[src/rtl/tanh_pkg.sv]
// rtl/tanh_pkg.sv - shared constants and types for the tanh coefficient streamer
// Purpose: coefficient width/depth defaults, Q1.15 series coefficient table and the
//          streamer FSM state encoding.
// Ports:   none (package).
package tanh_pkg;

  localparam int TANH_COEFF_W = 16;
  localparam int TANH_DEPTH   = 8;

  // Q1.15 two's complement series coefficients, index 0 first.
  localparam logic [TANH_COEFF_W-1:0] TANH_COEFF_TABLE [TANH_DEPTH] = '{
    16'h5555, 16'h6666, 16'h679E, 16'h67BD,
    16'h67C1, 16'h67C2, 16'h67C3, 16'h67C4
  };

  typedef enum logic [1:0] {
    ST_IDLE   = 2'd0,
    ST_STREAM = 2'd1,
    ST_DONE   = 2'd2
  } tanh_state_e;

endpackage

[src/rtl/tanh_coeff_rom.sv]
// rtl/tanh_coeff_rom.sv - registered coefficient table read with enable
// Purpose: DATA_W x DEPTH coefficient table. Q1.15 source entries are left-aligned into
//          DATA_W bits; addresses beyond the source table read as 0. The output register
//          only updates when en_i is high.
// Ports:   clk, rst_n (async, active low), en_i (load enable), addr_i (table index),
//          data_o (registered coefficient).
module tanh_coeff_rom
  import tanh_pkg::*;
#(
  parameter int DATA_W = TANH_COEFF_W,
  parameter int DEPTH  = TANH_DEPTH,
  parameter int ADDR_W = $clog2(DEPTH)
) (
  input  logic              clk,
  input  logic              rst_n,
  input  logic              en_i,
  input  logic [ADDR_W-1:0] addr_i,
  output logic [DATA_W-1:0] data_o
);

  logic [TANH_COEFF_W-1:0]        raw;
  logic [DATA_W+TANH_COEFF_W-1:0] wide;
  logic [DATA_W-1:0]              data_d, data_q;

  always_comb begin
    raw = '0;
    for (int i = 0; i < TANH_DEPTH; i++) begin
      if (i < DEPTH && int'(addr_i) == i) begin
        raw = TANH_COEFF_TABLE[i];
      end
    end
  end

  // Keep the top DATA_W bits of the Q1.15 word: wider words gain zero LSBs, narrower
  // words drop LSBs, so the fractional value is preserved either way.
  assign wide = {raw, {DATA_W{1'b0}}};

  always_comb begin
    data_d = data_q;
    if (en_i) begin
      data_d = wide[DATA_W+TANH_COEFF_W-1 -: DATA_W];
    end
  end

  always_ff @(posedge clk or negedge rst_n) begin
    if (!rst_n) begin
      data_q <= '0;
    end else begin
      data_q <= data_d;
    end
  end

  assign data_o = data_q;

endmodule

[src/rtl/tanh_coeff_streamer.sv]
// rtl/tanh_coeff_streamer.sv - streams N tanh series coefficients over valid/ready
// Purpose: on start, emits min(n_terms_i, DEPTH) coefficients in ascending or descending
//          index order, one per accepted handshake, then pulses done_o for one cycle.
// Ports:   clk, rst_n (async, active low); start_i/n_terms_i/descend_i (run request);
//          abort_i (cancel run); coeff_o/idx_o/last_o/valid_o with ready_i (output stream);
//          busy_o (run in progress), done_o (run completed pulse).
module tanh_coeff_streamer
  import tanh_pkg::*;
#(
  parameter int DATA_W  = TANH_COEFF_W,
  parameter int DEPTH   = TANH_DEPTH,
  localparam int ADDR_W = $clog2(DEPTH)
) (
  input  logic              clk,
  input  logic              rst_n,
  input  logic              start_i,
  input  logic [ADDR_W:0]   n_terms_i,
  input  logic              descend_i,
  input  logic              abort_i,
  output logic [DATA_W-1:0] coeff_o,
  output logic [ADDR_W-1:0] idx_o,
  output logic              last_o,
  output logic              valid_o,
  input  logic              ready_i,
  output logic              busy_o,
  output logic              done_o
);

  localparam logic [ADDR_W:0] DEPTH_CNT = (ADDR_W+1)'(DEPTH);

  tanh_state_e       state_q, state_d;
  logic [ADDR_W-1:0] idx_q, idx_d;
  logic [ADDR_W-1:0] cnt_q, cnt_d;     // terms still to emit after the current one
  logic              valid_q, valid_d;
  logic              last_q, last_d;
  logic              done_q, done_d;
  logic              desc_q, desc_d;

  logic              rom_en;
  logic [ADDR_W-1:0] rom_addr;
  logic [ADDR_W:0]   n_eff;
  logic [ADDR_W:0]   n_minus1;
  logic              handshake;

  assign n_eff     = (n_terms_i > DEPTH_CNT) ? DEPTH_CNT : n_terms_i;
  assign n_minus1  = n_eff - (ADDR_W+1)'(1);
  assign handshake = valid_q & ready_i;

  always_comb begin
    state_d  = state_q;
    idx_d    = idx_q;
    cnt_d    = cnt_q;
    valid_d  = valid_q;
    last_d   = last_q;
    done_d   = 1'b0;
    desc_d   = desc_q;
    rom_en   = 1'b0;
    rom_addr = idx_q;

    case (state_q)
      ST_IDLE: begin
        if (start_i && !abort_i) begin
          desc_d = descend_i;
          if (n_eff == '0) begin
            // Empty run: nothing to stream, report completion straight away.
            state_d = ST_DONE;
            done_d  = 1'b1;
          end else begin
            idx_d    = descend_i ? n_minus1[ADDR_W-1:0] : '0;
            rom_addr = idx_d;
            rom_en   = 1'b1;
            cnt_d    = n_minus1[ADDR_W-1:0];
            valid_d  = 1'b1;
            last_d   = (n_minus1 == '0);
            state_d  = ST_STREAM;
          end
        end
      end

      ST_STREAM: begin
        if (abort_i) begin
          // Abort wins over a same-cycle handshake: that term is treated as not taken.
          valid_d = 1'b0;
          last_d  = 1'b0;
          state_d = ST_IDLE;
        end else if (handshake) begin
          if (last_q) begin
            valid_d = 1'b0;
            last_d  = 1'b0;
            done_d  = 1'b1;
            state_d = ST_DONE;
          end else begin
            idx_d    = desc_q ? (idx_q - ADDR_W'(1)) : (idx_q + ADDR_W'(1));
            rom_addr = idx_d;
            rom_en   = 1'b1;
            cnt_d    = cnt_q - ADDR_W'(1);
            last_d   = (cnt_q == ADDR_W'(1));
          end
        end
      end

      ST_DONE: begin
        state_d = ST_IDLE;
      end

      default: begin
        state_d = ST_IDLE;
        valid_d = 1'b0;
        last_d  = 1'b0;
      end
    endcase
  end

  always_ff @(posedge clk or negedge rst_n) begin
    if (!rst_n) begin
      state_q <= ST_IDLE;
      idx_q   <= '0;
      cnt_q   <= '0;
      valid_q <= 1'b0;
      last_q  <= 1'b0;
      done_q  <= 1'b0;
      desc_q  <= 1'b0;
    end else begin
      state_q <= state_d;
      idx_q   <= idx_d;
      cnt_q   <= cnt_d;
      valid_q <= valid_d;
      last_q  <= last_d;
      done_q  <= done_d;
      desc_q  <= desc_d;
    end
  end

  tanh_coeff_rom #(
    .DATA_W (DATA_W),
    .DEPTH  (DEPTH),
    .ADDR_W (ADDR_W)
  ) u_rom (
    .clk    (clk),
    .rst_n  (rst_n),
    .en_i   (rom_en),
    .addr_i (rom_addr),
    .data_o (coeff_o)
  );

  assign idx_o   = idx_q;
  assign last_o  = last_q;
  assign valid_o = valid_q;
  assign done_o  = done_q;
  assign busy_o  = (state_q != ST_IDLE);

endmodule

[config.mk]
export PLATFORM = sky130hd
export DESIGN_NAME = tanh_coeff_streamer
export DESIGN_NICKNAME = d
export VERILOG_FILES = /design/src/rtl/tanh_pkg.sv /design/src/rtl/tanh_coeff_rom.sv /design/src/rtl/tanh_coeff_streamer.sv
export SDC_FILE = /design/constraint.sdc
export NUM_CORES = 1
export LEC_CHECK = 0
export BUFFER_PORTS_ARGS = -buffer_cell sky130_fd_sc_hd__buf_2
export CAP_MARGIN = 30
export CORE_UTILIZATION = 55
export CTS_BUF_LIST = sky130_fd_sc_hd__clkbuf_4 sky130_fd_sc_hd__clkbuf_8
export CTS_CLUSTER_SIZE = 10
export DETAILED_ROUTE_END_ITERATION = 8
export HOLD_SLACK_MARGIN = 0.02
export PLACE_DENSITY = 0.89
export SETUP_SLACK_MARGIN = 0.02
export SLEW_MARGIN = 20
export SYNTH_ARGS = -nofsm -noshare
export SYNTH_HDL_FRONTEND = slang
export SYNTH_SLANG_ARGS = --single-unit
[constraint.sdc]
create_clock -name clk -period 2.6 [get_ports clk]
set_input_delay 0.26 -clock clk [delete_from_list [all_inputs] [get_ports clk]]
set_output_delay 0.26 -clock clk [all_outputs]
set_load 0.02 [all_outputs]
Word level (Yosys, flattened, before mapping)
Index checks and enable logic that the tools add are counted.
{ "word_totals": {"register_bits": 28, "inputBits": 10, "out_inout_bits": 23, "word_cells": 98} }
{ "op_classes": {"n_addsub": 4, "magnitude_cmp": 1, "eq_ne": 17, "muxes": 53, "bitwise": 2, "n_reduce_logical": 13} }
{ "ops": {"columns": ["cell", "n"], "rows": [
  ["2-to-1 mux 16 bit", 7],
  ["2-to-1 mux 3 bit", 12],
  ["2-to-1 mux 1 bit", 20],
  ["2-to-1 mux 15 bit", 1],
  ["equality test 3 bit (second input constant)", 4],
  ["one-hot mux 3 bit (2 select lines)", 2],
  ["2-to-1 mux 2 bit", 5],
  ["!= test 2 bit (second input constant)", 5],
  ["logical NOT 4 bit", 2],
  ["equality test 3 x 1 -> 1 bit (second input constant)", 2],
  ["equality test 3 x 2 -> 1 bit (second input constant)", 2],
  ["!= test 3 bit (second input constant)", 2],
  ["one-hot mux 1 bit (3 select lines)", 2],
  ["AND reduction 6 bit", 1],
  ["subtractor 3 x 1 -> 3 bit (second input constant)", 2],
  ["AND reduction 5 bit", 1],
  ["greater-than comparator 4 bit (second input constant)", 1],
  ["2-to-1 mux 4 bit", 1],
  ["one-hot mux 1 bit (2 select lines)", 2],
  ["one-hot mux 2 bit (2 select lines)", 1],
  ["AND reduction 4 bit", 1],
  ["nonzero test 2 bit", 2],
  ["subtractor 4 x 1 -> 4 bit (second input constant)", 1],
  ["adder 3 x 1 -> 3 bit (second input constant)", 1],
  ["other kinds (10)", 10]
]} }

Depth between registers and ports, before layout
Gate-level depths: netlist (run 1).
{ "depth": {"word_depth": 16, "mapped_depth": 9, "mapped_depth_nobuf": 9} }

Hierarchy
From an unflattened synthesis (run 1), not the netlist that was laid out.
{ "hier_totals": {"cells_unflattened": 154, "hier_area_um2": 1510.2} }
{ "by_module_without_submodules": {"columns": ["mod", "instances", "cells_each", "area_per_inst_um2", "seq_area_each_um2"], "rows": [
  ["tanh_coeff_streamer", 1, 87, 862.1, 300.3],
  ["tanh_coeff_rom", 1, 67, 648.1, 300.3]
]} }

Worst setup path after synthesis (run 1)
No wires, ideal clock.
{ "synth_timing": {"kind": "in2reg", "start": "input n_terms_i[0]", "end": "register u_rom.data_q[0], in the netlist u_rom.data_o[0]", "setup_time_ps": 82, "arrival_time_ps": 2169, "required_time_ps": 2518, "path_slack_ps": 349, "stages": 8, "path_buffers": 0, "cell_sequence": "nor2b_1 > inv_1 > ha_1 > or3b_2 > a22oi_1 > a211oi_2 > or3_1 > a31oi_1"} }
{ "synth_between": {"elab_chain_cells": 16, "word_cells_on_any_way": 27, "classes_between": "1 x add/sub; 1 x order compare; 7 x eq/ne; 16 x mux; 2 x reduce/logical"} }
{ "synth_lines": {"columns": ["item", "line_no", "rtl"], "rows": [
  ["from (decl)", "tanh_coeff_streamer.sv:17", "input logic [ADDR_W:0] n_terms_i,"],
  ["greater-than comparator 4 bit", "tanh_coeff_streamer.sv:45", "assign n_eff = (n_terms_i > DEPTH_CNT) ? DEPTH_CNT : n_terms_i;"],
  ["2-to-1 mux 4 bit *", "tanh_coeff_streamer.sv:45", null],
  ["subtractor 4 x 1 -> 4 bit", "tanh_coeff_streamer.sv:46", "assign n_minus1 = n_eff - (ADDR_W+1)'(1);"],
  ["2-to-1 mux 3 bit", "tanh_coeff_streamer.sv:69", "idx_d = descend_i ? n_minus1[ADDR_W-1:0] : '0;"],
  ["2-to-1 mux 3 bit (2 in series)", null, null],
  ["one-hot mux 3 bit (2 select lines)", "tanh_coeff_streamer.sv:60", "case (state_q)"],
  ["logical NOT 3 bit", "tanh_coeff_rom.sv:28", "if (i < DEPTH && int'(addr_i) == i) begin"],
  ["2-to-1 mux 15 bit", "tanh_coeff_rom.sv:28", null],
  ["2-to-1 mux 16 bit (7 in series)", "tanh_coeff_rom.sv:28", null],
  ["to (signal assigned)", "tanh_coeff_rom.sv:49", "data_q <= data_d;"],
  ["to (decl)", "tanh_coeff_rom.sv:23", "logic [DATA_W-1:0] data_d, data_q;"]
]} }
Mark *: on every way between the ends. The rest lies on a longest branch, timed or not.
A chain may end at the register's enable or synchronous reset.

Final worst setup path (run 1)
{ "layout_timing": {"start": "register idx_q[0], in the netlist idx_o[0]", "end": "register u_rom.data_q[0], in the netlist u_rom.data_o[0]"} }
{ "layout_between": {"elab_chain_cells": 15, "word_cells_on_any_way": 25, "classes_between": "2 x add/sub; 7 x eq/ne; 15 x mux; 1 x reduce/logical"} }
{ "layout_lines": {"columns": ["item", "line_no", "rtl"], "rows": [
  ["from (decl)", "tanh_coeff_streamer.sv:32", "logic [ADDR_W-1:0] idx_q, idx_d;"],
  ["from (signal assigned)", "tanh_coeff_streamer.sv:125", "idx_q <= idx_d;"],
  ["adder 3 x 1 -> 3 bit / subtractor 3 x 1 -> 3 bit (equally long branches)", "tanh_coeff_streamer.sv:93", "idx_d = desc_q ? (idx_q - ADDR_W'(1)) : (idx_q + ADDR_W'(1));"],
  ["2-to-1 mux 3 bit *", "tanh_coeff_streamer.sv:93", null],
  ["2-to-1 mux 3 bit * (3 in series)", null, null],
  ["one-hot mux 3 bit (2 select lines) *", "tanh_coeff_streamer.sv:60", null],
  ["via idx_d[2]", "tanh_coeff_streamer.sv:32", null],
  ["logical NOT 3 bit", "tanh_coeff_rom.sv:28", null],
  ["2-to-1 mux 15 bit", "tanh_coeff_rom.sv:28", null],
  ["2-to-1 mux 16 bit (6 in series)", "tanh_coeff_rom.sv:28", null],
  ["2-to-1 mux 16 bit *", "tanh_coeff_rom.sv:28", null]
]} }
Mark *: on every way through the listed nets, which the timed path passes. The rest lies on a longest branch.

==> metrics.csv, run 1 <==
metric,value,unit
cp_num_buf_inv,0,
met1_usage,0.333,
post-cts-setup-buffers,0,
cp_top_family,compound AO/OA/AOI/OAI gates,
worstMarginPinSlew,0.571,ns
dieArea,0.00281,mm²
clock-skew-final,0.00283,ns
synthXorXnorAreaFrac,0.0184,
crit_end,u_rom.data_o[0],
synth_top_area_cell,dfrtp_1,
ys_seq_elements,24,
crit_type,reg -> reg,
start_kind,register,
slowest_stage,nor4_4,
setup_ws,0.202,ns
syn_to_final_growth,14.7,%
synth.area.mux_share,0.00700,
synth_compound_area_frac,0.173,
mostFrequentLayoutCells,"buf_2 (30), dfrtp_1 (24), nor2_1 (16), o21ai_0 (11), nand2_1 (8)",
netlist_top_cells_area,"dfrtp_1 (42%), nor2_1 (4.2%), o21ai_0 (3.8%), ha_1 (3.5%), nor4_4 (3.0%)",
drive_gt1_frac,0.303,
drtIter0Drc,55,
antennaDiodeCount,0,
final.setup.tns,0,ns
final_common_cell,buf_2,
grt-busiest-layer,met2,
synth-adder-area-share,0.0490,
timing.fmax,417,MHz
path_max_fanout,10,
cts.clk_slew.worst_paths,0.13,ns
leakagePower,0.724,nW
hold_buffers,1,
synth_cell_type_count,50,
core_area,0.00248,mm²
io_pins,33,
ys.flop_type,dfrtp_1,
end_kind,register,
synthSimpleGateAreaFrac,0.271,
vias,1227,
portBuffers,30,
max_stage_delay,0.53,ns
htree_num_levels,1,
power.switching,0.000558,W
fp.dieW,53.0,µm
die_h,53.0,µm
clk_latency,0.31,ns
met3_usage,0.0402,
worstPathCellList,fa_1 > xor2_1 > a211oi_1 > nor4_4 > o21ai_0 > a31oi_1,
grt_max_degree,25,
cts-root-buf,clkbuf_4,
ys_warn_count,0,
antenna_found_initial,0,
hold_violations,0,
reg2reg_to,u_rom.data_o[0],
yosysTopAreaCellShare,0.420,
synth_edf_count,0,
vias_per_cell,5.99,
ant_nets,0,
maxCapViolations,0,
wirelength,3200,µm
overflow,0,
finalCritPeriodShare,0.922,
period_minus_slack,2.40,ns
start_util,0.577,
dr.pass1.iters,4,
vdd_drop_max,0.000630,V
synthArstFlopShare,1.00,
wl_per_cell,15.6,µm
grt_util_met2,0.420,
relSlewSlack,0.614,
ctsResizeCount,0,
synthCells,144,
dpl.hpwl,2320,µm
finalSetupViolations,0,
cts_tree,done,
clkPwrFrac,0.150,
hold_path_class,in -> reg,
synth_top_family_by_area,simple AND/OR/NAND/NOR gates,
cts_made_buffers,3,
cts_sinks,24,
syn_avg_cell_area,9.93,µm²
drc_errors,0,
netlist_area,0.00143,mm²
place_congestion,0.846,
p_int,0.000775,W
reg2reg_slack,0.20,ns
maxSlewViolCount,0,
pwr_density_cell,813,mW/mm²
rows,18,
clockBufferDepth,2,
rsz0062_at_grt,no,
crit_cells,6,
r2r-start,idx_o[0],
crit_arrival,2.63,ns
swShare,0.418,
pre_cts_ws,0.0752,ns
grt_pass1_wl,5080,µm
seqPwrFrac,0.424,
crit_required,2.84,ns
first_global_vias,1105,
r2r_cells,6,
crit_start,idx_o[0],
synth-seq-area-share,0.420,
grt_usage,0.250,
combPwrFrac,0.426,
status,finished clean,
final_nets,191,
synth_stat cells (2+ instances only):
master / n
a22oi_1: 2
a21oi_1: 4
nor4_4: 2
nor2b_1: 2
nand3_1: 3
buf_4: 4
nor3_1: 6
o21ai_0: 11
o31ai_1: 2
ha_1: 4
nor4_2: 2
inv_1: 5
clkbuf_1: 3
and3_1: 2
nor2_1: 16
a211oi_2: 2
nand2b_1: 4
a21o_1: 2
a31oi_1: 4
xnor2_1: 2
dfrtp_1: 24
nor4b_1: 2
a211oi_1: 2
nand2_1: 8
registers in the layout, summed over array words and instances (netlist names):
| name | count |
|---|---|
| idx_o | 3 |
| u_rom.data_o | 12 |
| last_o | 1 |
| valid_o | 1 |
| state_q | 2 |
| desc_q | 1 |
| cnt_q | 3 |
| done_o | 1 |
metrics by stage:
step / area [µm²] / utilization / hold WS, ns / total power, W / instances
after floorplan: 1430 / - / -0.0356 / 0.000953 / 145
after global routing: 1640 / 0.662 / 0.271 / 0.00141 / 205
after CTS: 1640 / 0.662 / 0.241 / 0.00133 / 205
after detailed placement: 1590 / 0.643 / 0.279 / 0.00113 / 200
after global placement: 1590 / 0.643 / 0.266 / 0.00111 / 200
final: 1640 / 0.662 / 0.250 / 0.00133 / 205
layer usage:
metal | vias up | share of wire | wire length, µm
li1 | 580 | - | -
met1 | 612 | 0.46 | 1470
met2 | 31 | 0.49 | 1560
met3 | 4 | 0.042 | 135
met4 | 0 | 0.010 | 33
met5 | - | 0 | 0
final cells by class:
class	count	area, µm²
Clock buffer	4	36.3
Fill cell	209	837
Inverter	7	26.3
Multi-Input combinational cell	105	749
Sequential cell	24	601
Tap cell	30	37.5
Timing Repair Buffer	35	190
power groups by stage:
stage,sequential [W],combinational [W],clock [W]
final,0.000565,0.000568,0.000200
after global routing,0.000576,0.000620,0.000216
after CTS,0.000562,0.000569,0.000202
after detailed placement,0.000570,0.000564,0
after global placement,0.000561,0.000548,0
after floorplan,0.000664,0.000289,0
logic make-up (layout without fill, tap and decap cells):
kind of cell               after synthesis  after routing
AOI/OAI and AO/OA                       35             35
xor gates and xnor gates                 3              3
adders and majority gates                5              5
buffers and inverters                   16             46
DFF                                     24             24
muxes                                    1              1
other                                    1              2
and+or+nand+nor                         59             59
worst min path at each step:
stage,from,to,slack (ns),depth (start not counted)
finish,abort_i,state_q[0],0.25,2
global route,abort_i,state_q[0],0.27,2
CTS,abort_i,state_q[0],0.24,2
detailed placement,rst_n,u_rom.data_o[0],0.28,1
global placement,rst_n,cnt_q[1],0.27,1
floorplan,rst_n,cnt_q[0],-0.04,0
No activity file was read; power rests on OpenSTA's default activity.
==> run 2: changes to the inputs <==
==> constraint.sdc (replaced) <==
create_clock -name clk -period 2.5 [get_ports clk]
set_input_delay 0.25 -clock clk [delete_from_list [all_inputs] [get_ports clk]]
set_output_delay 0.25 -clock clk [all_outputs]
set_load 0.02 [all_outputs]
==> metrics.csv, run 2 (same netlist as run 1, synthesis figures left out) <==
metric,value,unit,change
pre_cts_ws,-0.134,ns,was 0.0752 ns
cts.clk_slew.worst_paths,0.13,ns,about the same
overflow,0,,unchanged
end_kind,register,,unchanged
crit_required,2.74,ns,was 2.84 ns
worstMarginPinSlew,0.538,ns,was 0.571 ns
syn_to_final_growth,16.8,%,was 14.7%
final_common_cell,buf_2,,unchanged
first_global_vias,1196,,"was 1,105"
rows,18,,unchanged
finalSetupViolations,0,,unchanged
rsz0062_at_grt,no,,unchanged
setup_ws,0.244,ns,was 0.202 ns
htree_num_levels,1,,unchanged
path_max_fanout,5,,was 10
drive_gt1_frac,0.318,,was 0.303
start_kind,register,,unchanged
worstPathCellList,fa_1 > xor2_1 > a211oi_1 > nor4_4 > or3_1 > a31oi_1,,was fa_1 > xor2_1 > a211oi_1 > nor4_4 > o21ai_0 > a31oi_1
clk_latency,0.32,ns,was 0.31 ns
portBuffers,30,,unchanged
ant_nets,0,,unchanged
core_area,0.00248,mm²,unchanged
mostFrequentLayoutCells,"buf_2 (30), dfrtp_1 (24), nor2_1 (16), o21ai_0 (11)",,"was buf_2 (30), dfrtp_1 (24), nor2_1 (16), o21ai_0 (11), nand2_1 (8)"
clockBufferDepth,2,,unchanged
drtIter0Drc,23,,was 55
grt_pass1_wl,5130,µm,was 5080 µm
slowest_stage,dfrtp_1,,was nor4_4
clock-skew-final,0.00137,ns,was 0.00283 ns
cp_num_buf_inv,0,,unchanged
crit_type,reg -> reg,,unchanged
crit_arrival,2.50,ns,was 2.63 ns
antennaDiodeCount,0,,unchanged
maxSlewViolCount,0,,unchanged
start_util,0.577,,unchanged
cts-root-buf,clkbuf_4,,unchanged
antenna_found_initial,0,,unchanged
cts_tree,done,,unchanged
dpl.hpwl,2420,µm,was 2320 µm
grt_usage,0.252,,was 0.250
cp_top_family,compound AO/OA/AOI/OAI gates,,unchanged
dr.pass1.iters,4,,unchanged
cts_sinks,24,,unchanged
period_minus_slack,2.26,ns,was 2.40 ns
io_pins,33,,unchanged
die_h,53.0,µm,unchanged
hold_violations,0,,unchanged
place_congestion,0.862,,was 0.846
leakagePower,0.745,nW,was 0.724 nW
hold_path_class,in -> reg,,unchanged
vias,1249,,"was 1,227"
fillCellCount,197,,was 209
max_stage_delay,0.48,ns,was 0.53 ns
grt_max_degree,25,,unchanged
vias_per_cell,5.98,,was 5.99
finalCritPeriodShare,0.902,,was 0.922
relSlewSlack,0.636,,was 0.614
wirelength,3250,µm,was 3200 µm
dieArea,0.00281,mm²,unchanged
final_nets,195,,was 191
largest_reg_flops,12,,unchanged
timing.fmax,443,MHz,was 417 MHz
fp.dieW,53.0,µm,unchanged
cts_made_buffers,3,,unchanged
maxCapViolations,0,,unchanged
vdd_drop_max,0.000652,V,was 0.000630 V
status,finished clean,,unchanged
finalCoreUtilization,0.674,,was 0.662
wl_per_cell,15.5,µm,was 15.6 µm
drc_errors,0,,unchanged
pwr_density_cell,844,mW/mm²,was 813 mW/mm²
-- run 2: cell count changes in the layout (fill, tap and decap cells not counted), sizes merged --
cell / before / now
buf: 34 / 38
-- run 2: worst reg2reg max path: cells and delay by family (launching register included) --
kind	cells	cell delay, ns
compound gates	2	0.61
flops	1	0.48
simple gates	2	0.47
fa+ha+maj	1	0.45
xor+xnor	1	0.16
-- run 2: metrics by stage --
| step | instances | total power [W] | TNS [ns] | hold WS [ns] | area (µm²) |
|---|---|---|---|---|---|
| floorplan | 145 | 0.000991 | 0 | -0.0456 | 1430 |
| global placement | 202 | 0.00115 | 0 | 0.255 | 1610 |
| detailed placement | 202 | 0.00118 | -0.298 | 0.272 | 1610 |
| CTS | 207 | 0.00139 | 0 | 0.232 | 1660 |
| global route | 209 | 0.00150 | 0 | 0.256 | 1670 |
| finish | 209 | 0.00141 | 0 | 0.231 | 1670 |
-- run 2: worst paths after layout --
kind                                  from              end  slack (ns)  depth (start not counted)
hold reg to reg            u_rom.data_o[4]  u_rom.data_o[4]        0.50                          2
min in group asynchronous            rst_n         cnt_q[1]        0.42                          2
setup / recovery                  idx_o[0]  u_rom.data_o[0]        0.24                          6
setup reg to reg                  idx_o[0]  u_rom.data_o[0]        0.24                          6
hold / removal                     abort_i       state_q[1]        0.23                          2
max in group asynchronous            rst_n         idx_o[0]        1.71                          2
-- run 2: per-layer routing --
layer | global-route usage | vias up | wire length [µm]
met5 | 0 | - | 0
met4 | 0.114 | 0 | 62
met3 | 0.0460 | 11 | 156
met2 | 0.426 | 34 | 1650
met1 | 0.310 | 620 | 1380
li1 | - | 584 | -
-- run 2: area by class of cell --
class                           count  area, µm²  share of cell area
Clock buffer                        4       36.3              0.0217
Multi-Input combinational cell    105        749               0.449
Inverter                            7       26.3              0.0157
Timing Repair Buffer               39        220               0.132
Sequential cell                    24        601               0.360
Tap cell                           30       37.5              0.0225
-- run 2: repair_timing --
item                       in CTS  in global routing
setup endpoints to repair       0                  1
hold endpoints to repair       24                  0
hold buffers                    1                  0
setup buffers                   0                  2
gates resized for setup         0                  0
-- run 2: where the power goes --
part / leakage (nW) / switching, W / internal [W]
sequential: 0.281 / 0.0000873 / 0.000497
combinational: 0.443 / 0.000378 / 0.000236
clock: 0.0210 / 0.000122 / 0.0000892
